==> config.mk <==
export PLATFORM = sky130hd
export DESIGN_NAME = light_input_conditioner
export DESIGN_NICKNAME = d
export VERILOG_FILES = /design/src/rtl/llm_pkg.sv /design/src/rtl/light_sync2.sv /design/src/rtl/light_input_conditioner.sv
export SDC_FILE = /design/constraint.sdc
export NUM_CORES = 1
export LEC_CHECK = 0
export BUFFER_PORTS_ARGS = -buffer_cell sky130_fd_sc_hd__buf_2
export CAP_MARGIN = 10
export CORE_MARGIN = 2
export CORE_UTILIZATION = 47
export CTS_CLUSTER_SIZE = 30
export DETAILED_ROUTE_END_ITERATION = 10
export PLACE_DENSITY = 0.83
export SETUP_SLACK_MARGIN = 0.1
export SYNTH_ARGS = -nofsm -noshare
export SYNTH_HDL_FRONTEND = slang
export SYNTH_SLANG_ARGS = --single-unit
==> constraint.sdc <==
create_clock -name clock -period 1.7 [get_ports clock]
set_input_delay 0.425 -clock clock [delete_from_list [all_inputs] [get_ports clock]]
set_output_delay 0.425 -clock clock [all_outputs]
set_load 0.05 [all_outputs]
==> src/rtl/llm_pkg.sv <==
// Shared colour and conditioner-state encodings for the traffic-light FSM and its front end.
// Also provides the committed-colour to one-hot lamp decode.
package llm_pkg;

  typedef enum logic [1:0] {
    COL_NONE   = 2'd0,
    COL_GREEN  = 2'd1,
    COL_YELLOW = 2'd2,
    COL_RED    = 2'd3
  } colour_e;

  typedef enum logic [1:0] {
    ST_STEADY  = 2'd0,
    ST_QUALIFY = 2'd1,
    ST_HOLD    = 2'd2
  } cond_state_e;

  // Returns {red, yellow, green}; at most one bit is ever set.
  function automatic logic [2:0] colour_onehot(input colour_e c);
    logic [2:0] lamps;
    lamps = 3'b000;
    unique case (c)
      COL_GREEN:  lamps = 3'b001;
      COL_YELLOW: lamps = 3'b010;
      COL_RED:    lamps = 3'b100;
      default:    lamps = 3'b000;
    endcase
    return lamps;
  endfunction

endpackage

==> src/rtl/light_sync2.sv <==
// Two-flop synchronizer for one asynchronous sensor line; reset clears both flops.
module light_sync2 (
  input  logic clock,
  input  logic reset,
  input  logic d,
  output logic q
);

  logic meta_p0;

  always_ff @(posedge clock) begin
    if (reset) begin
      meta_p0 <= 1'b0;
      q       <= 1'b0;
    end else begin
      meta_p0 <= d;
      q       <= meta_p0;
    end
  end

endmodule

==> src/rtl/light_input_conditioner.sv <==
// Synchronizes, debounces and priority-resolves the raw light lines into a one-hot colour.
// Optional glitch counter enabled by defining LIGHT_COND_GLITCH_CNT_EN.
module light_input_conditioner
  import llm_pkg::*;
#(
  parameter int STABLE_CYCLES = 4,
  parameter int MIN_HOLD      = 8,
  parameter int GLITCH_W      = 8
) (
  input  logic                clock,
  input  logic                reset,
  input  logic                raw_green,
  input  logic                raw_yellow,
  input  logic                raw_red,
  output logic                green,
  output logic                yellow,
  output logic                red,
  output logic [1:0]          color_code,
  output logic                change_pulse,
  output logic [1:0]          cond_state,
  output logic [GLITCH_W-1:0] glitch_count
);

  // Counters are one value wider than their limit so the increment never wraps.
  localparam int QW = $clog2(STABLE_CYCLES + 2);
  localparam int HW = $clog2(MIN_HOLD + 2);

  logic        sync_green, sync_yellow, sync_red;
  colour_e     cand, committed, pending;
  cond_state_e state;
  logic [QW-1:0] qual_cnt, qual_inc;
  logic [HW-1:0] hold_cnt, hold_inc;

  light_sync2 u_sync_green  (.clock(clock), .reset(reset), .d(raw_green),  .q(sync_green));
  light_sync2 u_sync_yellow (.clock(clock), .reset(reset), .d(raw_yellow), .q(sync_yellow));
  light_sync2 u_sync_red    (.clock(clock), .reset(reset), .d(raw_red),    .q(sync_red));

  always_comb begin
    cand = COL_NONE;
    if (sync_red)         cand = COL_RED;
    else if (sync_yellow) cand = COL_YELLOW;
    else if (sync_green)  cand = COL_GREEN;
  end

  assign qual_inc = qual_cnt + 1'b1;
  assign hold_inc = hold_cnt + 1'b1;

  // Qualify / hold state machine; lamp outputs are registered alongside the commit.
  always_ff @(posedge clock) begin
    if (reset) begin
      state        <= ST_STEADY;
      committed    <= COL_NONE;
      pending      <= COL_NONE;
      qual_cnt     <= '0;
      hold_cnt     <= '0;
      change_pulse <= 1'b0;
      green        <= 1'b0;
      yellow       <= 1'b0;
      red          <= 1'b0;
    end else begin
      change_pulse <= 1'b0;
      unique case (state)
        ST_STEADY: begin
          if (cand != committed) begin
            pending  <= cand;
            qual_cnt <= QW'(1);
            state    <= ST_QUALIFY;
          end
        end
        ST_QUALIFY: begin
          if (cand == committed) begin
            state <= ST_STEADY;
          end else if (cand != pending) begin
            pending  <= cand;
            qual_cnt <= QW'(1);
          end else if (qual_inc >= QW'(STABLE_CYCLES)) begin
            committed             <= pending;
            {red, yellow, green}  <= colour_onehot(pending);
            change_pulse          <= 1'b1;
            hold_cnt              <= '0;
            state                 <= (MIN_HOLD == 0) ? ST_STEADY : ST_HOLD;
          end else begin
            qual_cnt <= qual_inc;
          end
        end
        ST_HOLD: begin
          hold_cnt <= hold_inc;
          if (hold_inc >= HW'(MIN_HOLD)) state <= ST_STEADY;
        end
        default: state <= ST_STEADY;
      endcase
    end
  end

  assign color_code = committed;
  assign cond_state = state;

`ifdef LIGHT_COND_GLITCH_CNT_EN
  // A glitch is any candidate abandoned before it qualified.
  logic                glitch_ev;
  logic [GLITCH_W-1:0] glitch_q;

  assign glitch_ev = (state == ST_QUALIFY) && ((cand == committed) || (cand != pending));

  always_ff @(posedge clock) begin
    if (reset) begin
      glitch_q <= '0;
    end else if (glitch_ev && (glitch_q != {GLITCH_W{1'b1}})) begin
      glitch_q <= glitch_q + 1'b1;
    end
  end

  assign glitch_count = glitch_q;
`else
  assign glitch_count = '0;
`endif

endmodule

==> out/metrics.yaml <==
status: "complete, but fails checks"
violations: "negative setup slack"
synthFlopType: "dfxtp_1"
first_iter_violations: 16
hpwl_um: 1573
hold_path_end: "u_sync_yellow.meta_p0"
flow.area_growth_from_synthesis_pct: 23.89
dieArea_um2: 2671
yosysSeqAreaShare_pct: 43.09
worstHoldPathCells: 2
rows: 17
powerDensity_nw_per_um2: 723.2
clock_path_buffers: 2
overflow: 0
finalSetupTns_ps: -554.5
r2r_end: "qual_cnt[0]"
finClkSkew_ps: 2.937
cts_htree_levels: 1
synth_cell_type_count: 39
pre_cts_ws_ps: -65.84
ys_warn_count: 0
cts_tree: "built"
cts.clk_slew.worst_paths_ps: 130
hold_buffers: 0
setup_slack_ps: -102.7
gp_congestion: 0.8348
critPathMaxFanout: 4
syn_inst: 111
cts_inserted_buffers: 3
muxShareOfSynthArea_pct: 7.494
worstHoldStart: "raw_yellow"
layout.nets: 144
start_util_pct: 48.77
peakVddDrop_uv: 567.4
synth_top_family_by_area: "simple AND/OR/NAND/NOR gates"
synth-compound-area-share_pct: 13.23
post_synth.cell_area_avg_um2: 9.626
wl_per_cell_um: 13.61
routed_wl_um: 2232
p_leak_nw: 0.5384
port_buffers: 12
cts_root_buf: "clkbuf_4"
diodes: 0
track_usage_pct: 18.45
fmax_mhz: 554.7
drive_gt1_share_pct: 35.29
yosys.area_share.adder_pct: 2.342
r2r_setup_slack_ps: -100
coreArea_um2: 2191
tightest_slew_ps: 545.1
switching_share_pct: 27.90
p_int_w: 0.0006903
syn_area_um2: 1069
worstRegToRegCells: 4
dp_cells: 157
design_area_um2: 1324
start_kind: "register"
stdcell_count: 164
num_vias: 863
critPathCaptureType: "register"
arrival_ps: 2030
first_pass_iters: 4
slew_violations: 0
grt_max_degree: 20
clock_sinks: 23
fp.dieH_um: 51.68
synthArstFlopShare_pct: 0
worstSkewPairLatency_ps: 320
slowest_stage: "or4b_4"
antenna_found_initial: 0
pin_count: 21
placed_cell_area_um2: 1219
switching_power_w: 0.0002671
period_minus_slack_ps: 1803
hold_viol: 0
grt_pass1_vias: 845
maxCapViolCount: 0
hp-class: "primary input to register"
pwr-share-seq_pct: 58.5
synth_xor_area_share_pct: 2.459
cp.required_ps: 1930
yosys.area_share.simple_pct: 23.65
critPathMaxStageDelay_ps: 530
r2r-start: "pending[1]"
drcViolationCount: 0
fin_crit_sh_pct: 106.0
viasPerCell: 5.262
ys_seq_elements: 23
fin_util_pct: 60.42
maxSlewHeadroom_pct: 63.28
die_width_um: 51.68
synth-edff-count: 0
ant_nets: 0
worstSetupPathType: "register to register"
finalSetupViolCount: 10
grt_setup_unrepaired: "true"
pwr-share-comb_pct: 14.5
grt_pass1_wl_um: 3608
p_clk_share_pct: 27.0
path_cells: "or4b_4 -> a211o_1 -> and3b_2 -> o221a_1"
==> worst max-delay path by stage <==
stage / start / to / slack, ps
2_1_floorplan: pending[1] / qual_cnt[0] / -50
3_3_place_gp: pending[1] / qual_cnt[0] / -50
3_5_place_dp: pending[1] / qual_cnt[0] / -70
4_1_cts: pending[1] / color_code[1] / -80
5_1_grt: pending[1] / qual_cnt[0] / -140
6_report: pending[1] / qual_cnt[0] / -100
==> cells by family (layout without fill, tap and decap cells) <==
family          count (synthesis)  in the layout
fa+ha+maj                       2              2
other cells                     1              8
flops                          23             23
simple gates                   43             43
compound gates                 18             18
xor+xnor                        3              3
buf+inv                        13             31
mux                             8              8
==> synthesized netlist by cell type, drive strengths merged, types with 2 or more instances <==
library cell | instances | area, um^2
nor2b | 8 | 50.05
a211o | 2 | 17.52
xor2 | 2 | 17.52
inv | 2 | 7.510
o2111ai | 2 | 17.52
dfxtp | 23 | 460.4
ha | 2 | 25.02
nor2 | 2 | 7.510
nand2 | 12 | 45.04
buf | 8 | 60.06
nand3 | 4 | 20.02
or3 | 3 | 20.02
mux2i | 8 | 80.08
a21oi | 4 | 31.28
o21ai | 4 | 20.02
clkbuf | 2 | 7.510
nand3b | 2 | 15.01
nor3 | 2 | 10.01
==> placed cells by master, fill, tap and decap left out, types with 2 or more instances in the layout <==
| cell | count |
|---|---|
| dfxtp_2 | 5 |
| a211o_1 | 2 |
| nor2_1 | 2 |
| buf_2 | 12 |
| clkbuf_4 | 3 |
| buf_6 | 2 |
| dfxtp_4 | 2 |
| a21oi_1 | 2 |
| nand3_1 | 4 |
| dfxtp_1 | 16 |
| nor2b_1 | 8 |
| nand3b_1 | 2 |
| inv_1 | 2 |
| o21ai_0 | 3 |
| mux2i_1 | 8 |
| xor2_1 | 2 |
| conb_1 | 8 |
| ha_1 | 2 |
| buf_4 | 9 |
| or3_1 | 2 |
| nand2_1 | 12 |
==> what timing repair did <==
action	CTS	global route
setup buffers	2	1
gates resized for setup	6	9
pin swaps	4	0
setup endpoints to repair	16	17
==> power by group through the flow <==
stage / sequential [W] / clock (W) / combinational [W]
2_1_floorplan: 0.000578 / 0 / 0.000102
3_3_place_gp: 0.000571 / 0 / 0.000124
3_5_place_dp: 0.000572 / 0 / 0.000128
4_1_cts: 0.000560 / 0.000260 / 0.000130
5_1_grt: 0.000562 / 0.000280 / 0.000149
6_report: 0.000560 / 0.000258 / 0.000139
==> flip-flops by register name, indices dropped and copies added (netlist names), 2 cells and up <==
register	count
color_code	2
cond_state	2
hold_cnt	4
pending	2
qual_cnt	3
==> critical path: cells and delay by family, from the launching register on <==
kind,cells,cell delay (ps)
AND/OR/NAND/NOR,2,790
flip-flops,1,350
AO/OA/AOI/OAI,2,560
==> area by class of cell <==
class | count | area, um^2
well taps | 28 | 35.03
flip-flops and latches | 23 | 474.2
clock inverters | 1 | 5.005
inverters | 3 | 11.26
multi-input cells | 82 | 605.6
clock buffers | 3 | 22.52
fillers | 190 | 867.1
repair buffers | 24 | 170.2
==> metrics by stage <==
stage	hold WS [ps]	power (W)
after floorplan	413.8	0.0006803
after global placement	432.2	0.0006955
after detailed placement	422.0	0.0007006
after CTS	297.4	0.0009510
after global routing	308.2	0.0009915
final	303.5	0.0009574
==> routing by layer <==
layer  vias to the layer above  global-route usage, %  part of all wire, %
met4                         0                  10.53                  2.5
met1                       394                  21.42                   43
met5                         -                      0                    0
li1                        435                      -                    -
met2                        28                  31.41                   51
met3                         6                  3.736                  3.2
Note: power is estimated with default switching activity, not from simulation.
